$ cat src/rtl/uart_tx_fifo.sv
// uart_tx_fifo: FIFO-buffered 8N1 UART transmitter; ports: sys_clk, sys_rst_l (sync active-low), tx_dataH/tx_validH/tx_readyH byte input, uart_xmitH serial out, tx_busyH, tx_doneH, fifo_countH
module uart_tx_fifo #(
  parameter int CLKS_PER_BIT = 16,
  parameter int DEPTH = 4,
  parameter int AW = 2
) (
  input  logic        sys_clk,
  input  logic        sys_rst_l,
  input  logic [7:0]  tx_dataH,
  input  logic        tx_validH,
  output logic        tx_readyH,
  output logic        uart_xmitH,
  output logic        tx_busyH,
  output logic        tx_doneH,
  output logic [AW:0] fifo_countH
);
  localparam int CW = $clog2(CLKS_PER_BIT);
  typedef enum logic [1:0] {IDLE, START, DATA, STOP} state_t;
  state_t r_state, w_state_nxt;
  logic [CW-1:0] r_cell, w_cell_nxt;
  logic [2:0] r_bit, w_bit_nxt;
  logic [7:0] r_shift, w_shift_nxt;
  logic [7:0] r_mem [DEPTH];
  logic [AW-1:0] r_wp, r_rp;
  logic [AW:0] r_count;
  logic r_xmit, r_done, w_xmit_nxt, w_done_nxt, w_pop, w_wr, w_cell_last;
  assign w_cell_last = r_cell == CW'(CLKS_PER_BIT - 1);
  assign tx_readyH = r_count < (AW+1)'(DEPTH);
  assign w_wr = tx_validH && tx_readyH;
  assign uart_xmitH = r_xmit;
  assign tx_doneH = r_done;
  assign tx_busyH = r_state != IDLE;
  assign fifo_countH = r_count;
  always_comb begin
    w_state_nxt = r_state;
    w_cell_nxt = r_cell + 1'b1;
    w_bit_nxt = r_bit;
    w_shift_nxt = r_shift;
    w_pop = 1'b0;
    w_done_nxt = 1'b0;
    case (r_state)
      IDLE: begin
        w_cell_nxt = '0;
        w_bit_nxt = '0;
        if (r_count != 0) begin
          w_state_nxt = START;
          w_pop = 1'b1;
          w_shift_nxt = r_mem[r_rp];
        end
      end
      START: if (w_cell_last) begin
        w_state_nxt = DATA;
        w_cell_nxt = '0;
        w_bit_nxt = '0;
      end
      DATA: if (w_cell_last) begin
        w_cell_nxt = '0;
        w_shift_nxt = {1'b0, r_shift[7:1]};
        w_bit_nxt = r_bit + 1'b1;
        if (r_bit == 3'd7) w_state_nxt = STOP;
      end
      STOP: if (w_cell_last) begin
        w_cell_nxt = '0;
        w_bit_nxt = '0;
        w_done_nxt = 1'b1;
        w_state_nxt = IDLE;
        if (r_count != 0) begin
          w_state_nxt = START;
          w_pop = 1'b1;
          w_shift_nxt = r_mem[r_rp];
        end
      end
      default: begin
        w_state_nxt = IDLE;
        w_cell_nxt = '0;
        w_bit_nxt = '0;
      end
    endcase
    w_xmit_nxt = w_state_nxt == START ? 1'b0 : w_state_nxt == DATA ? w_shift_nxt[0] : 1'b1;
  end
  always_ff @(posedge sys_clk) begin
    if (!sys_rst_l) begin
      r_state <= IDLE;
      r_cell <= '0;
      r_bit <= '0;
      r_shift <= '0;
      r_wp <= '0;
      r_rp <= '0;
      r_count <= '0;
      r_xmit <= 1'b1;
      r_done <= 1'b0;
    end else begin
      r_state <= w_state_nxt;
      r_cell <= w_cell_nxt;
      r_bit <= w_bit_nxt;
      r_shift <= w_shift_nxt;
      r_wp <= r_wp + AW'(w_wr);
      r_rp <= r_rp + AW'(w_pop);
      r_count <= r_count + (AW+1)'(w_wr) - (AW+1)'(w_pop);
      r_xmit <= w_xmit_nxt;
      r_done <= w_done_nxt;
    end
  end
  always_ff @(posedge sys_clk) begin
    if (sys_rst_l && w_wr) r_mem[r_wp] <= tx_dataH;
  end
endmodule
$ cat config.mk
export PLATFORM = sky130hd
export DESIGN_NAME = uart_tx_fifo
export DESIGN_NICKNAME = d
export VERILOG_FILES = /design/src/rtl/uart_tx_fifo.sv
export SDC_FILE = /design/constraint.sdc
export NUM_CORES = 1
export LEC_CHECK = 0
export BUFFER_PORTS_ARGS = -buffer_cell sky130_fd_sc_hd__buf_4
export CAP_MARGIN = 20
export CORE_UTILIZATION = 55
export DETAILED_ROUTE_END_ITERATION = 8
export GPL_TIMING_DRIVEN = 0
export HOLD_SLACK_MARGIN = 0.08
export MAX_ROUTING_LAYER = met4
export PLACE_DENSITY = 0.73
export SETUP_SLACK_MARGIN = 0.05
export SLEW_MARGIN = 20
export SYNTH_ARGS = -nofsm -noshare
export SYNTH_HDL_FRONTEND = slang
export SYNTH_SLANG_ARGS = --single-unit
$ cat constraint.sdc
create_clock -name sys_clk -period 5.9 [get_ports sys_clk]
set_input_delay 0.59 -clock sys_clk [delete_from_list [all_inputs] [get_ports sys_clk]]
set_output_delay 0.59 -clock sys_clk [all_outputs]
set_load 0.02 [all_outputs]
==> flow_summary.html, run 1 <==
<table>
<tr><th>Metric</th><th>Value</th></tr>
<tr><th colspan="2">Timing</th></tr>
<tr><td>Endpoints failing hold</td><td>0</td></tr>
<tr><td>Final worst path period need</td><td>between 3000 and 4000 ps</td></tr>
<tr><td>Portion of the clock cycle consumed by the worst path in the final layout</td><td>0.510</td></tr>
<tr><td>Max frequency</td><td>0.332 GHz</td></tr>
<tr><td>RSZ-0062 raised after global routing</td><td>no</td></tr>
<tr><td>Max Transition Viols Final</td><td>0</td></tr>
<tr><td>Setup TNS</td><td>0 ps</td></tr>
<tr><td>Least-Margin Pin Slew</td><td>758 ps</td></tr>
<tr><td>Slew margin rel.</td><td>0.493</td></tr>
<tr><td>Post-Route Skew</td><td>7.33 ps</td></tr>
<tr><td>Final setup violation count</td><td>0</td></tr>
<tr><td>Final setup slack of the worst path</td><td>2890 ps</td></tr>
<tr><th colspan="2">Synthesis</th></tr>
<tr><td>Ys async rst share</td><td>0</td></tr>
<tr><td>Syn Std Cell Area</td><td>2600 µm²</td></tr>
<tr><td>Fraction of post-synthesis cell area in the top cell type by area</td><td>0.369</td></tr>
<tr><td>Number of warnings issued by yosys</td><td>0</td></tr>
<tr><td>Synth Area in Adders</td><td>0.0558</td></tr>
<tr><td>Unique cell type count in the Yosys netlist</td><td>42</td></tr>
<tr><td>Xor and xnor area share after synthesis</td><td>0.0269</td></tr>
<tr><td>Flop and latch count out of synthesis</td><td>58</td></tr>
<tr><td>Dominant combinational cell family by area after synthesis</td><td>simple AND/OR/NAND/NOR gates</td></tr>
<tr><td>Number of standard cells after synthesis</td><td>204</td></tr>
<tr><td>Nets in the synthesized netlist</td><td>about 230</td></tr>
<tr><td>Avg Inst Size Synth</td><td>12.8 µm²</td></tr>
<tr><td>Compound-gate portion of the synthesized area</td><td>0.0861</td></tr>
<tr><td>Simple-Gate Fraction of Synth Area</td><td>0.140</td></tr>
<tr><td>Number of synthesized flops with an enable pin</td><td>32</td></tr>
<tr><td>Top cell type by total area after synthesis</td><td>sky130_fd_sc_hd__edfxtp_1</td></tr>
<tr><td>Sequential fraction of the synthesis area</td><td>0.570</td></tr>
<tr><td>Synth Flop Type</td><td>sky130_fd_sc_hd__edfxtp_1</td></tr>
<tr><td>Share of cell area taken by muxes after synthesis</td><td>0.0832</td></tr>
<tr><td>Leading cell types by total area after synthesis</td><td>sky130_fd_sc_hd__edfxtp_1 (37%), sky130_fd_sc_hd__dfxtp_1 (20%), sky130_fd_sc_hd__mux4_1 (7.1%), sky130_fd_sc_hd__ha_1 (4.8%), sky130_fd_sc_hd__and2_1 (2.4%)</td></tr>
<tr><th colspan="2">CTS</th></tr>
<tr><td>Clock latency on the worst-skew pair</td><td>330 ps</td></tr>
<tr><td>Number of buffers added by the clock tree synthesis step</td><td>9</td></tr>
<tr><td>Clk buf depth</td><td>2</td></tr>
<tr><td>Clk sink count</td><td>58</td></tr>
<tr><td>Number of buffers added to fix hold violations after cts</td><td>0</td></tr>
<tr><td>Number of H-tree branching levels</td><td>3</td></tr>
<tr><td>Root Buffer Master</td><td>sky130_fd_sc_hd__clkbuf_8</td></tr>
<tr><td>Post-CTS clock slew at the launch and capture registers of the worst setup and hold paths</td><td>70 ps</td></tr>
<tr><td>Clock tree from TritonCTS</td><td>done</td></tr>
<tr><td>Total setup buffers inserted after CTS</td><td>0</td></tr>
<tr><td>Quantity of gates resized following cts</td><td>0</td></tr>
<tr><th colspan="2">Worst hold path</th></tr>
<tr><td>Endpoint of the worst hold path</td><td>r_mem[1][2]$_DFFE_PP_</td></tr>
<tr><td>Tightest Hold Check Type</td><td>in -&gt; reg</td></tr>
<tr><td>Cell depth of the worst hold path</td><td>1</td></tr>
<tr><td>Worst Hold Launch</td><td>tx_dataH[2]</td></tr>
<tr><th colspan="2">Die</th></tr>
<tr><td>Site row count</td><td>24</td></tr>
<tr><td>Area of the die</td><td>5010 µm²</td></tr>
<tr><td>Width of the die</td><td>70.8 µm</td></tr>
<tr><td>Core ar.</td><td>~4400 µm²</td></tr>
<tr><td>Total I/O pin count</td><td>18</td></tr>
<tr><td>Initial Utilization</td><td>0.585</td></tr>
<tr><td>Die Span Y</td><td>70.8 µm</td></tr>
<tr><th colspan="2">Setup path</th></tr>
<tr><td>Critical path's slowest cell</td><td>sky130_fd_sc_hd__nor3_1</td></tr>
<tr><td>Kind of cell adding the most delay to the critical path</td><td>adder cells</td></tr>
<tr><td>Data required time at the worst endpoint</td><td>about 6100 ps</td></tr>
<tr><td>Count of cells along the worst register-to-register path</td><td>9</td></tr>
<tr><td>Maximum fanout along the worst path</td><td>10</td></tr>
<tr><td>Crit path DAT</td><td>about 3200 ps</td></tr>
<tr><td>Worst setup path startpoint</td><td>r_state[1]$_SDFF_PN0_</td></tr>
<tr><td>Critical path startpoint category</td><td>register</td></tr>
<tr><td>Critical path cell sequence</td><td>ha_1 -&gt; a41oi_2 -&gt; nor3_1 -&gt; xor2_1 -&gt; ha_1 -&gt; fa_1 -&gt; xnor2_1 -&gt; xnor2_1 -&gt; and2_1</td></tr>
<tr><td>FF-to-FF End</td><td>fifo_countH[2]$_SDFF_PN0_</td></tr>
<tr><td>Crit. End Element</td><td>register</td></tr>
<tr><td>Beginning of the worst register-to-register path</td><td>r_state[1]$_SDFF_PN0_</td></tr>
<tr><td>Setup CP Type</td><td>reg -&gt; reg</td></tr>
<tr><td>Setup slack of the worst register-to-register path</td><td>2890 ps</td></tr>
<tr><td>Number of buffer and inverter stages on the critical path</td><td>0</td></tr>
<tr><td>Worst path max stage delay</td><td>slightly above 600 ps</td></tr>
<tr><th colspan="2">GRT</th></tr>
<tr><td>Antenna violations before repair</td><td>0</td></tr>
<tr><td>Global-route wire length before repair</td><td>around 8300 µm</td></tr>
<tr><td>Number of global-route vias before repair</td><td>1812</td></tr>
<tr><td>Final global-route overflow total</td><td>0</td></tr>
<tr><td>Tot GR Track Use</td><td>0.232</td></tr>
<tr><td>Maximum number of pins on one net before global-route repair</td><td>12</td></tr>
<tr><th colspan="2">Routing</th></tr>
<tr><td>Total number of vias</td><td>1722</td></tr>
<tr><td>Remaining antenna violation count</td><td>0</td></tr>
<tr><td>Vias per cell</td><td>5.96</td></tr>
<tr><td>Routed Wire Length</td><td>4920 µm</td></tr>
<tr><td># DRC</td><td>0</td></tr>
<tr><td>DRT iter0 DRCs</td><td>178</td></tr>
<tr><td>TritonRoute pass-1 iters</td><td>4</td></tr>
<tr><td>Drt wl/cell</td><td>17.0 µm</td></tr>
<tr><th colspan="2">Layout</th></tr>
<tr><td>Multi-input gate area</td><td>1020 µm²</td></tr>
<tr><td>Storage cell area</td><td>approximately 1500 µm²</td></tr>
<tr><td>Nets</td><td>about 250</td></tr>
<tr><td>Antenna Diode Count</td><td>0</td></tr>
<tr><td>Fraction of final layout cells sized beyond drive strength 1</td><td>0.190</td></tr>
<tr><td>FILL cells</td><td>about 320</td></tr>
<tr><td>Area overhead of the layout relative to synthesis</td><td>15.1%</td></tr>
<tr><td>Post-layout instance area</td><td>2990 µm²</td></tr>
<tr><th colspan="2">Flow run</th></tr>
<tr><td>Number of max-cap violations</td><td>0</td></tr>
<tr><th colspan="2">Place</th></tr>
<tr><td>Placed standard-cell area</td><td>approximately 2800 µm²</td></tr>
<tr><td>Placer congestion estimate</td><td>0.889</td></tr>
<tr><td>Detailed placer's ending HPWL</td><td>between 3000 and 4000 µm</td></tr>
<tr><td>Pre-CTS setup slack</td><td>slightly below 3000 ps</td></tr>
<tr><td>Number of port buffers</td><td>17</td></tr>
<tr><th colspan="2">Outcome</th></tr>
<tr><td>Run status</td><td>complete, no violations</td></tr>
<tr><th colspan="2">Pwr</th></tr>
<tr><td>Peak VDD IR</td><td>0.000223 V</td></tr>
<tr><td>Power density relative to cell area</td><td>450 nW/µm²</td></tr>
<tr><td>Leakage power total</td><td>1.16 nW</td></tr>
</table>
## through the flow
stage | power [mW] | hold slack, ps | cells | utilization
detailed placement | 0.994 | 454 | 273 | 0.630
global route | 1.43 | 442 | 289 | 0.673
CTS | 1.35 | 440 | 289 | 0.673
finish | 1.35 | 453 | 289 | 0.673
global placement | 0.961 | 430 | 273 | 0.629
floorplan | 0.872 | 418 | 204 | -
## how the worst max path moves through the flow
stage                                           end  cells past startpoint
after floorplan           fifo_countH[2]$_SDFF_PN0_                      9
after global placement    fifo_countH[2]$_SDFF_PN0_                      9
after detailed placement  fifo_countH[2]$_SDFF_PN0_                      9
after CTS                 fifo_countH[2]$_SDFF_PN0_                      9
after global routing      fifo_countH[2]$_SDFF_PN0_                      9
final                     fifo_countH[2]$_SDFF_PN0_                      9
## power by group
part           leakage [nW]  switching (mW)  internal, mW
sequential            0.503          0.0428         0.486
combinational         0.561           0.260         0.209
clock                0.0990           0.156         0.194
## synthesized netlist by cell type, drive strengths merged (2+ instances only)
library cell   n
xor2           5
nor2b          5
nand2         15
nor3b          2
mux4           8
nor2          15
a211oi         6
nand3          4
dfxtp         26
a21oi          7
xnor2          3
a22oi          3
clkbuf         2
inv            8
and3           4
edfxtp        32
buf            5
o21ai          8
nor3          11
ha            10
and2          11
## per-layer routing
metal	vias to the layer above	GRT usage	wire length, µm
li1	812	-	-
met1	846	0.251	1960
met2	56	0.396	2660
met3	8	0.0541	226
met4	0	0.120	77
met5	-	-	0
## kinds of logic (layout without fill, tap and decap cells)
| family | after synthesis | after routing |
|---|---|---|
| AOI/OAI and AO/OA | 32 | 32 |
| and+or+nand+nor | 71 | 71 |
| muxes | 9 | 9 |
| buffers and inverters | 15 | 48 |
| xor gates and xnor gates | 8 | 8 |
| DFF | 58 | 58 |
| adders and majority gates | 11 | 11 |
## worst register-to-register path, cell delays in order, from the launching register on
cell and delay, ps:
sky130_fd_sc_hd__dfxtp_1 460, sky130_fd_sc_hd__ha_1 330, sky130_fd_sc_hd__a41oi_2 330, sky130_fd_sc_hd__nor3_1 610
sky130_fd_sc_hd__xor2_1 140, sky130_fd_sc_hd__ha_1 230, sky130_fd_sc_hd__fa_1 390, sky130_fd_sc_hd__xnor2_1 150
sky130_fd_sc_hd__xnor2_1 120, sky130_fd_sc_hd__and2_1 140
## state kept, by name, summed over array words and instances (netlist names)
register     flops
r_wp             2
r_state          2
r_bit            3
r_mem           32
r_cell           4
fifo_countH      3
r_rp             2
r_shift          8
uart_xmitH       1
tx_doneH         1
## cell usage in the layout, fill, tap and decap left out, types with 2 or more instances in the layout
| cell type | instances |
|---|---|
| sky130_fd_sc_hd__o21ai_1 | 2 |
| sky130_fd_sc_hd__nor2_1 | 15 |
| sky130_fd_sc_hd__a21oi_1 | 6 |
| sky130_fd_sc_hd__nand3_1 | 4 |
| sky130_fd_sc_hd__clkinv_4 | 2 |
| sky130_fd_sc_hd__dfxtp_1 | 26 |
| sky130_fd_sc_hd__nand2_1 | 15 |
| sky130_fd_sc_hd__edfxtp_1 | 32 |
| sky130_fd_sc_hd__nor3_1 | 10 |
| sky130_fd_sc_hd__xor2_1 | 5 |
| sky130_fd_sc_hd__o21ai_0 | 6 |
| sky130_fd_sc_hd__ha_1 | 10 |
| sky130_fd_sc_hd__nor2b_1 | 5 |
| sky130_fd_sc_hd__clkbuf_8 | 10 |
| sky130_fd_sc_hd__and2_1 | 10 |
| sky130_fd_sc_hd__clkinv_2 | 3 |
| sky130_fd_sc_hd__buf_4 | 18 |
| sky130_fd_sc_hd__buf_6 | 4 |
| sky130_fd_sc_hd__inv_1 | 8 |
| sky130_fd_sc_hd__a211oi_1 | 6 |
| sky130_fd_sc_hd__xnor2_1 | 3 |
| sky130_fd_sc_hd__and3_1 | 4 |
| sky130_fd_sc_hd__a22oi_1 | 3 |
| sky130_fd_sc_hd__mux4_1 | 7 |
## final cells by class
class / instances / area share
Buffer: 7 / 0.0234
Inverter: 8 / 0.0100
Clock inverter: 7 / 0.0234
Multi-Input combinational cell: 131 / 0.342
Timing Repair Buffer: 17 / 0.0426
Tap cell: 52 / 0.0217
Clock buffer: 9 / 0.0414
Sequential cell: 58 / 0.495
Note: power is estimated with default switching activity, not from simulation.
==> inputs of run 2 (changes only) <==
CORE_UTILIZATION = 53   (was 55)
clock period = 2.7 ns   (was 5.9 ns; I/O delays follow)
==> run 2 against run 1 <==
  * Clock-buffer cell count stayed put
  * Clock skew rose by 2.4 ps
  * Core utilization shrank 2.3 points
  * Via count is 4.8% lower
  * Sequential share of layout area fell by 1.3 points
==> flow_summary.html, run 2 (same netlist as run 1, synthesis figures left out) <==
<table>
<tr><th>Metric</th><th>Value</th></tr>
<tr><th colspan="2">Outcome</th></tr>
<tr><td>Run status</td><td>complete, no violations</td></tr>
<tr><th colspan="2">Place</th></tr>
<tr><td>Detailed placer's ending HPWL</td><td>3010 µm (-10%)</td></tr>
<tr><td>Number of port buffers</td><td>17 (unchanged)</td></tr>
<tr><td>Placer congestion estimate</td><td>0.812 (-8.7%)</td></tr>
<tr><th colspan="2">Pwr</th></tr>
<tr><td>Power density relative to cell area</td><td>1000 nW/µm² (+120%)</td></tr>
<tr><td>Leakage power total</td><td>1.18 nW (+1.4%)</td></tr>
<tr><td>Peak VDD IR</td><td>0.000577 V (+160%)</td></tr>
<tr><td>Final total power</td><td>3.08 mW (+130%)</td></tr>
<tr><th colspan="2">Timing</th></tr>
<tr><td>Setup TNS</td><td>0 ps (unchanged)</td></tr>
<tr><td>Post-Route Skew</td><td>9.69 ps (+2.36 ps)</td></tr>
<tr><td>Portion of the clock cycle consumed by the worst path in the final layout</td><td>0.923 (+0.413)</td></tr>
<tr><td>RSZ-0062 raised after global routing</td><td>no</td></tr>
<tr><td>Endpoints failing hold</td><td>0 (unchanged)</td></tr>
<tr><td>Least-Margin Pin Slew</td><td>806 ps (+47.8 ps)</td></tr>
<tr><td>Max Transition Viols Final</td><td>0 (unchanged)</td></tr>
<tr><td>Slew margin rel.</td><td>0.460 (-0.0329)</td></tr>
<tr><td>Max frequency</td><td>0.401 GHz (+21%)</td></tr>
<tr><td>Final worst path period need</td><td>2490 ps (-516 ps)</td></tr>
<tr><td>Final setup violation count</td><td>0 (unchanged)</td></tr>
<tr><th colspan="2">Layout</th></tr>
<tr><td>Area overhead of the layout relative to synthesis</td><td>18.1%</td></tr>
<tr><td>Fraction of final layout cells sized beyond drive strength 1</td><td>0.197 (+0.00761)</td></tr>
<tr><td>Largest register by flop count</td><td>r_mem</td></tr>
<tr><td>FILL cells</td><td>361 (+15%)</td></tr>
<tr><td>Commonest non-fill, non-tap cell in the layout</td><td>sky130_fd_sc_hd__edfxtp_1</td></tr>
<tr><td>Nets</td><td>255 (+0.39%)</td></tr>
<tr><td>Final cell utilization of the core</td><td>0.651 (-0.0228)</td></tr>
<tr><td>Commonest non-fill, non-tap cells in the layout</td><td>sky130_fd_sc_hd__edfxtp_1 (32), sky130_fd_sc_hd__dfxtp_1 (26), sky130_fd_sc_hd__buf_4 (19)</td></tr>
<tr><td>Antenna Diode Count</td><td>0 (unchanged)</td></tr>
<tr><td>Flip-flop count of the largest register, all copies and words added</td><td>32 (unchanged)</td></tr>
<tr><td>Largest registers</td><td>r_mem (32), r_shift (8), r_cell (4)</td></tr>
<tr><th colspan="2">Setup path</th></tr>
<tr><td>Crit path DAT</td><td>2730 ps (-510 ps)</td></tr>
<tr><td>Crit. End Element</td><td>register</td></tr>
<tr><td>Critical path cell sequence</td><td>inv_1 -&gt; ha_1 -&gt; a41oi_4 -&gt; nor3_4 -&gt; xor2_1 -&gt; ha_1 -&gt; fa_1 -&gt; xnor2_1 -&gt; xnor2_1 -&gt; and2_1</td></tr>
<tr><td>Data required time at the worst endpoint</td><td>2930 ps (-3200 ps)</td></tr>
<tr><td>Beginning of the worst register-to-register path</td><td>r_state[1]$_SDFF_PN0_</td></tr>
<tr><td>Setup CP Type</td><td>reg -&gt; reg</td></tr>
<tr><td>Maximum fanout along the worst path</td><td>6 (-4)</td></tr>
<tr><td>Count of cells along the worst register-to-register path</td><td>10 (+1)</td></tr>
<tr><td>FF-to-FF End</td><td>fifo_countH[2]$_SDFF_PN0_</td></tr>
<tr><td>Critical path's slowest cell</td><td>sky130_fd_sc_hd__dfxtp_1</td></tr>
<tr><td>Critical path startpoint category</td><td>register</td></tr>
<tr><td>Worst path max stage delay</td><td>440 ps (-170 ps)</td></tr>
<tr><td>Setup slack of the worst register-to-register path</td><td>210 ps (-2680 ps)</td></tr>
<tr><th colspan="2">CTS</th></tr>
<tr><td>Number of H-tree branching levels</td><td>3 (unchanged)</td></tr>
<tr><td>Root Buffer Master</td><td>sky130_fd_sc_hd__clkbuf_8</td></tr>
<tr><td>Post-CTS clock slew at the launch and capture registers of the worst setup and hold paths</td><td>70 ps (about the same)</td></tr>
<tr><td>Number of buffers added by the clock tree synthesis step</td><td>9 (unchanged)</td></tr>
<tr><td>Clk sink count</td><td>58 (unchanged)</td></tr>
<tr><td>Clk buf depth</td><td>2 (unchanged)</td></tr>
<tr><td>Clock latency on the worst-skew pair</td><td>340 ps (about the same)</td></tr>
<tr><td>Clock tree from TritonCTS</td><td>done</td></tr>
<tr><th colspan="2">GRT</th></tr>
<tr><td>Number of global-route vias before repair</td><td>1507 (-17%)</td></tr>
<tr><td>Global-route wire length before repair</td><td>7420 µm (-10%)</td></tr>
<tr><td>Maximum number of pins on one net before global-route repair</td><td>13 (+1)</td></tr>
<tr><td>Antenna violations before repair</td><td>0 (unchanged)</td></tr>
<tr><td>Final global-route overflow total</td><td>0 (unchanged)</td></tr>
<tr><td>Tot GR Track Use</td><td>0.200 (-0.0316)</td></tr>
<tr><th colspan="2">Die</th></tr>
<tr><td>Total I/O pin count</td><td>18 (unchanged)</td></tr>
<tr><td>Core ar.</td><td>4720 µm² (+6.3%)</td></tr>
<tr><td>Site row count</td><td>25 (+4.2%)</td></tr>
<tr><td>Area of the die</td><td>5190 µm² (+3.7%)</td></tr>
<tr><td>Die Span Y</td><td>72.1 µm (+1.8%)</td></tr>
<tr><td>Width of the die</td><td>72.1 µm (+1.8%)</td></tr>
<tr><td>Initial Utilization</td><td>0.551 (-0.0346)</td></tr>
<tr><th colspan="2">Worst hold path</th></tr>
<tr><td>Tightest Hold Check Type</td><td>in -&gt; reg</td></tr>
<tr><td>Cell depth of the worst hold path</td><td>1 (unchanged)</td></tr>
<tr><td>Worst Hold Launch</td><td>tx_dataH[4]</td></tr>
<tr><td>Endpoint of the worst hold path</td><td>r_mem[1][4]$_DFFE_PP_</td></tr>
<tr><th colspan="2">Routing</th></tr>
<tr><td>Routed Wire Length</td><td>4470 µm (-9.3%)</td></tr>
<tr><td>Remaining antenna violation count</td><td>0 (unchanged)</td></tr>
<tr><td># DRC</td><td>0 (unchanged)</td></tr>
<tr><td>TritonRoute pass-1 iters</td><td>4 (unchanged)</td></tr>
<tr><td>Total number of vias</td><td>1640 (-4.8%)</td></tr>
<tr><td>Drt wl/cell</td><td>14.6 µm (-14%)</td></tr>
<tr><td>DRT iter0 DRCs</td><td>151 (-15%)</td></tr>
<tr><td>Vias per cell</td><td>5.38 (-9.8%)</td></tr>
<tr><th colspan="2">Flow run</th></tr>
<tr><td>Number of max-cap violations</td><td>0 (unchanged)</td></tr>
</table>
-- run 2: worst max path at each step --
stage                     startpoint                   endpoint  depth (start not counted)  slack (ps)
2_1_floorplan  r_state[1]$_SDFF_PN0_  fifo_countH[2]$_SDFF_PN0_                          9         180
3_5_place_dp   r_state[1]$_SDFF_PN0_  fifo_countH[2]$_SDFF_PN0_                          9        -270
4_1_cts        r_state[1]$_SDFF_PN0_  fifo_countH[2]$_SDFF_PN0_                          9         140
3_3_place_gp   r_state[1]$_SDFF_PN0_  fifo_countH[2]$_SDFF_PN0_                          9        -200
5_1_grt        r_state[1]$_SDFF_PN0_  fifo_countH[2]$_SDFF_PN0_                          9          40
6_report       r_state[1]$_SDFF_PN0_  fifo_countH[2]$_SDFF_PN0_                         10         210
-- run 2: timing repair --
item | in CTS | in global routing
setup buffers | 1 | 0
hold buffers | 0 | 0
resized for setup | 2 | 1
hold endpoints to repair | 0 | 0
endpoints found under the setup margin | 2 | 1
-- run 2: power by group --
group          total (mW)  switching (mW)  internal (mW)
clock               0.894           0.369          0.525
combinational        1.03           0.554          0.479
sequential           1.15          0.0871           1.06
-- run 2: critical path: cells and delay by family, from the launching register on --
| family | cells | cell delay (ps) |
|---|---|---|
| simple gates | 2 | 240 |
| xor+xnor | 3 | 470 |
| flops | 1 | 440 |
| compound gates | 1 | 260 |
| fa+ha+maj | 3 | 850 |
| buf+inv | 1 | 130 |
-- run 2: metrics by stage --
step | cell area [µm²] | setup WS, ps | cells | hold slack [ps]
finish | 3070 | 207 | 305 | 127
global route | 3070 | 41.6 | 305 | 116
CTS | 3070 | 142 | 305 | 116
detailed placement | 2820 | -269 | 288 | 444
global placement | 2810 | -198 | 288 | 432
floorplan | 2600 | 181 | 204 | 369
-- run 2: area by class of cell --
class	instances	area, µm²	share of cell area
flip-flops and latches	58	1480	0.482
multi-input cells	131	1050	0.341
repair buffers	18	135	0.0440
clock buffers	9	124	0.0403
clock inverters	7	101	0.0330
well taps	67	83.8	0.0273
plain buffers	7	70.1	0.0228
inverters	8	30.0	0.00977
-- run 2: metal layers --
layer | global-route usage | share of wire | up-vias
li1 | - | - | 811
met1 | 0.263 | 0.47 | 791
met2 | 0.288 | 0.47 | 27
met3 | 0.0458 | 0.033 | 11
met4 | 0.111 | 0.022 | 0
met5 | - | 0 | -
==> inputs of run 3 (changes only) <==
CELL_PAD_IN_SITES_DETAIL_PLACEMENT = 1   (was not set)
CELL_PAD_IN_SITES_GLOBAL_PLACEMENT = 2   (was not set)
CORE_UTILIZATION = 37   (was 53)
==> run 3 against run 2 <==
  * Setup slack better by 37 ps
  * Critical endpoint unchanged
  * Power down 1.4%
  * Sequential share of layout area shrank 0.35 points
  * Global-route usage is 3.1 points lower
  * Via count grew 2.7%
  * Core utilization decreased by 19 points
  * Register-to-register slack gained 40 ps
==> flow_summary.html, run 3 (same netlist as run 1, synthesis figures left out) <==
<table>
<tr><th>Metric</th><th>Value</th></tr>
<tr><th colspan="2">Layout</th></tr>
<tr><td>FILL cells</td><td>713 (+98%)</td></tr>
<tr><td>Final cell utilization of the core</td><td>0.456 (-0.195)</td></tr>
<tr><td>Area overhead of the layout relative to synthesis</td><td>19.0%</td></tr>
<tr><td>Largest register by flop count</td><td>r_mem</td></tr>
<tr><td>Commonest non-fill, non-tap cell in the layout</td><td>sky130_fd_sc_hd__edfxtp_1</td></tr>
<tr><td>Flip-flop count of the largest register, all copies and words added</td><td>32 (unchanged)</td></tr>
<tr><td>Nets</td><td>255 (unchanged)</td></tr>
<tr><td>Largest registers</td><td>r_mem (32), r_shift (8), r_cell (4)</td></tr>
<tr><td>Fraction of final layout cells sized beyond drive strength 1</td><td>0.202 (+0.00420)</td></tr>
<tr><td>Commonest non-fill, non-tap cells in the layout</td><td>sky130_fd_sc_hd__edfxtp_1 (32), sky130_fd_sc_hd__dfxtp_1 (26), sky130_fd_sc_hd__buf_4 (19)</td></tr>
<tr><td>Post-layout instance area</td><td>3100 µm² (+0.73%)</td></tr>
<tr><td>Antenna Diode Count</td><td>0 (unchanged)</td></tr>
<tr><th colspan="2">Routing</th></tr>
<tr><td>Remaining antenna violation count</td><td>0 (unchanged)</td></tr>
<tr><td>Total number of vias</td><td>1684 (+2.7%)</td></tr>
<tr><td>DRT iter0 DRCs</td><td>44 (-71%)</td></tr>
<tr><td>Routed Wire Length</td><td>5230 µm (+17%)</td></tr>
<tr><td>Drt wl/cell</td><td>15.7 µm (+7.0%)</td></tr>
<tr><td># DRC</td><td>0 (unchanged)</td></tr>
<tr><td>TritonRoute pass-1 iters</td><td>4 (unchanged)</td></tr>
<tr><td>Vias per cell</td><td>5.04 (-6.2%)</td></tr>
<tr><th colspan="2">GRT</th></tr>
<tr><td>Tot GR Track Use</td><td>0.169 (-0.0307)</td></tr>
<tr><td>Global-route wire length before repair</td><td>8830 µm (+19%)</td></tr>
<tr><td>Antenna violations before repair</td><td>0 (unchanged)</td></tr>
<tr><td>Number of global-route vias before repair</td><td>1722 (+14%)</td></tr>
<tr><td>Maximum number of pins on one net before global-route repair</td><td>13 (unchanged)</td></tr>
<tr><td>Final global-route overflow total</td><td>0 (unchanged)</td></tr>
<tr><th colspan="2">Pwr</th></tr>
<tr><td>Power density relative to cell area</td><td>979 nW/µm² (-2.1%)</td></tr>
<tr><td>Peak VDD IR</td><td>0.000383 V (-34%)</td></tr>
<tr><td>Leakage power total</td><td>1.16 nW (-1.3%)</td></tr>
<tr><th colspan="2">CTS</th></tr>
<tr><td>Number of H-tree branching levels</td><td>3 (unchanged)</td></tr>
<tr><td>Clk buf depth</td><td>2 (unchanged)</td></tr>
<tr><td>Number of buffers added by the clock tree synthesis step</td><td>9 (unchanged)</td></tr>
<tr><td>Clock tree from TritonCTS</td><td>done</td></tr>
<tr><td>Number of buffers added to fix hold violations after cts</td><td>0 (unchanged)</td></tr>
<tr><td>Clk sink count</td><td>58 (unchanged)</td></tr>
<tr><td>Root Buffer Master</td><td>sky130_fd_sc_hd__clkbuf_8</td></tr>
<tr><td>Post-CTS clock slew at the launch and capture registers of the worst setup and hold paths</td><td>70 ps (about the same)</td></tr>
<tr><td>Clock latency on the worst-skew pair</td><td>350 ps (about the same)</td></tr>
<tr><th colspan="2">Die</th></tr>
<tr><td>Width of the die</td><td>85.8 µm (+19%)</td></tr>
<tr><td>Die Span Y</td><td>85.8 µm (+19%)</td></tr>
<tr><td>Total I/O pin count</td><td>18 (unchanged)</td></tr>
<tr><td>Area of the die</td><td>7370 µm² (+42%)</td></tr>
<tr><td>Site row count</td><td>30 (+20%)</td></tr>
<tr><td>Core ar.</td><td>6790 µm² (+44%)</td></tr>
<tr><td>Initial Utilization</td><td>0.383 (-0.168)</td></tr>
<tr><th colspan="2">Timing</th></tr>
<tr><td>RSZ-0062 raised after global routing</td><td>no</td></tr>
<tr><td>Max frequency</td><td>0.407 GHz (+1.5%)</td></tr>
<tr><td>Final setup violation count</td><td>0 (unchanged)</td></tr>
<tr><td>Post-Route Skew</td><td>9.39 ps (-0.297 ps)</td></tr>
<tr><td>Final worst path period need</td><td>2460 ps (-37.1 ps)</td></tr>
<tr><td>Slew margin rel.</td><td>0.464 (+0.00436)</td></tr>
<tr><td>Max Transition Viols Final</td><td>0 (unchanged)</td></tr>
<tr><td>Least-Margin Pin Slew</td><td>801 ps (-5.11 ps)</td></tr>
<tr><td>Portion of the clock cycle consumed by the worst path in the final layout</td><td>0.909 (-0.0137)</td></tr>
<tr><td>Endpoints failing hold</td><td>0 (unchanged)</td></tr>
<tr><th colspan="2">Worst hold path</th></tr>
<tr><td>Tightest Hold Check Type</td><td>in -&gt; reg</td></tr>
<tr><td>Cell depth of the worst hold path</td><td>1 (unchanged)</td></tr>
<tr><td>Worst Hold Launch</td><td>tx_dataH[6]</td></tr>
<tr><th colspan="2">Setup path</th></tr>
<tr><td>Data required time at the worst endpoint</td><td>2940 ps (about the same)</td></tr>
<tr><td>Crit. path cell count</td><td>10 (unchanged)</td></tr>
<tr><td>Crit. End Element</td><td>register</td></tr>
<tr><td>Setup CP Type</td><td>reg -&gt; reg</td></tr>
<tr><td>Kind of cell adding the most delay to the critical path</td><td>adder cells</td></tr>
<tr><td>Worst path max stage delay</td><td>450 ps (about the same)</td></tr>
<tr><td>Maximum fanout along the worst path</td><td>6 (unchanged)</td></tr>
<tr><td>Beginning of the worst register-to-register path</td><td>r_state[1]$_SDFF_PN0_</td></tr>
<tr><td>Number of buffer and inverter stages on the critical path</td><td>1 (unchanged)</td></tr>
<tr><td>Critical path startpoint category</td><td>register</td></tr>
<tr><td>Crit path DAT</td><td>2700 ps (-30 ps)</td></tr>
<tr><td>Count of cells along the worst register-to-register path</td><td>10 (unchanged)</td></tr>
<tr><td>Critical path's slowest cell</td><td>sky130_fd_sc_hd__dfxtp_1</td></tr>
<tr><td>Critical path cell sequence</td><td>inv_1 -&gt; ha_1 -&gt; a41oi_4 -&gt; nor3_4 -&gt; xor2_1 -&gt; ha_1 -&gt; fa_1 -&gt; xnor2_1 -&gt; xnor2_1 -&gt; and2_1</td></tr>
<tr><td>Worst setup path startpoint</td><td>r_state[1]$_SDFF_PN0_</td></tr>
<tr><th colspan="2">Place</th></tr>
<tr><td>Placer congestion estimate</td><td>0.712 (-12%)</td></tr>
<tr><td>Detailed placer's ending HPWL</td><td>3440 µm (+14%)</td></tr>
<tr><td>Placed standard-cell area</td><td>2850 µm² (+1.3%)</td></tr>
<tr><td>Number of port buffers</td><td>17 (unchanged)</td></tr>
<tr><th colspan="2">Flow run</th></tr>
<tr><td>Number of max-cap violations</td><td>0 (unchanged)</td></tr>
<tr><th colspan="2">Outcome</th></tr>
<tr><td>Run status</td><td>complete, no violations</td></tr>
</table>
## run 3: cell types whose count changed in the layout (fill, tap and decap cells not counted)
cell	before	now
sky130_fd_sc_hd__bufinv_16	2	1
sky130_fd_sc_hd__clkinvlp_4	2	3
sky130_fd_sc_hd__ha_1	10	9
sky130_fd_sc_hd__ha_2	0	1
sky130_fd_sc_hd__nor3_2	1	0
sky130_fd_sc_hd__nor3_4	1	2
## run 3: per-layer routing
layer / share of wire / track usage / wire length [µm]
met5: 0 / - / 0
met4: 0.024 / 0.0818 / 127
met3: 0.024 / 0.0404 / 125
met2: 0.47 / 0.267 / 2470
met1: 0.48 / 0.205 / 2510
## run 3: per-stage QoR
| stage | instances | setup TNS, ps | setup WS [ps] | power [mW] | hold WS [ps] |
|---|---|---|---|---|---|
| after floorplan | 204 | 0 | 181 | 1.90 | 369 |
| after global routing | 334 | 0 | 62.5 | 3.23 | 114 |
| after detailed placement | 317 | -386 | -311 | 2.19 | 438 |
| after CTS | 334 | 0 | 146 | 3.05 | 108 |
| after global placement | 317 | -323 | -281 | 2.18 | 431 |
| final | 334 | 0 | 245 | 3.03 | 118 |
## run 3: repair_timing
action,4_1_cts,5_1_grt
gates resized for setup,2,3
hold endpoints to repair,0,0
setup buffers,1,0
endpoints found under the setup margin,2,1
## run 3: worst reg2reg max path, stage by stage (launching register included)
cell and delay (ps):
sky130_fd_sc_hd__dfxtp_1 450, sky130_fd_sc_hd__inv_1 130, sky130_fd_sc_hd__ha_1 270, sky130_fd_sc_hd__a41oi_4 250, sky130_fd_sc_hd__nor3_4 80, sky130_fd_sc_hd__xor2_1 170, sky130_fd_sc_hd__ha_1 200, sky130_fd_sc_hd__fa_1 380
sky130_fd_sc_hd__xnor2_1 150, sky130_fd_sc_hd__xnor2_1 130, sky130_fd_sc_hd__and2_1 150
## run 3: final timing paths
kind                               endpoint  slack (ps)
setup / recovery  fifo_countH[2]$_SDFF_PN0_         240
hold / removal        r_mem[2][6]$_DFFE_PP_         120
setup reg to reg  fifo_countH[2]$_SDFF_PN0_         240
hold reg to reg        r_cell[0]$_SDFF_PP0_         450
## run 3: where the power goes
group          switching [mW]  internal (mW)  total, mW
Combinational           0.567          0.485       1.05
Clock                   0.394          0.431      0.825
Sequential             0.0941           1.06       1.16
Total                    1.05           1.98       3.03
## run 3: cell type report
type	count	area, µm²	area share
Tap cell	96	120	0.0388
Clock inverter	7	78.8	0.0255
Multi-Input combinational cell	131	1060	0.341
Buffer	7	70.1	0.0226
Timing Repair Buffer	18	135	0.0437
Clock buffer	9	124	0.0400
Sequential cell	58	1480	0.479
Inverter	8	30.0	0.00970
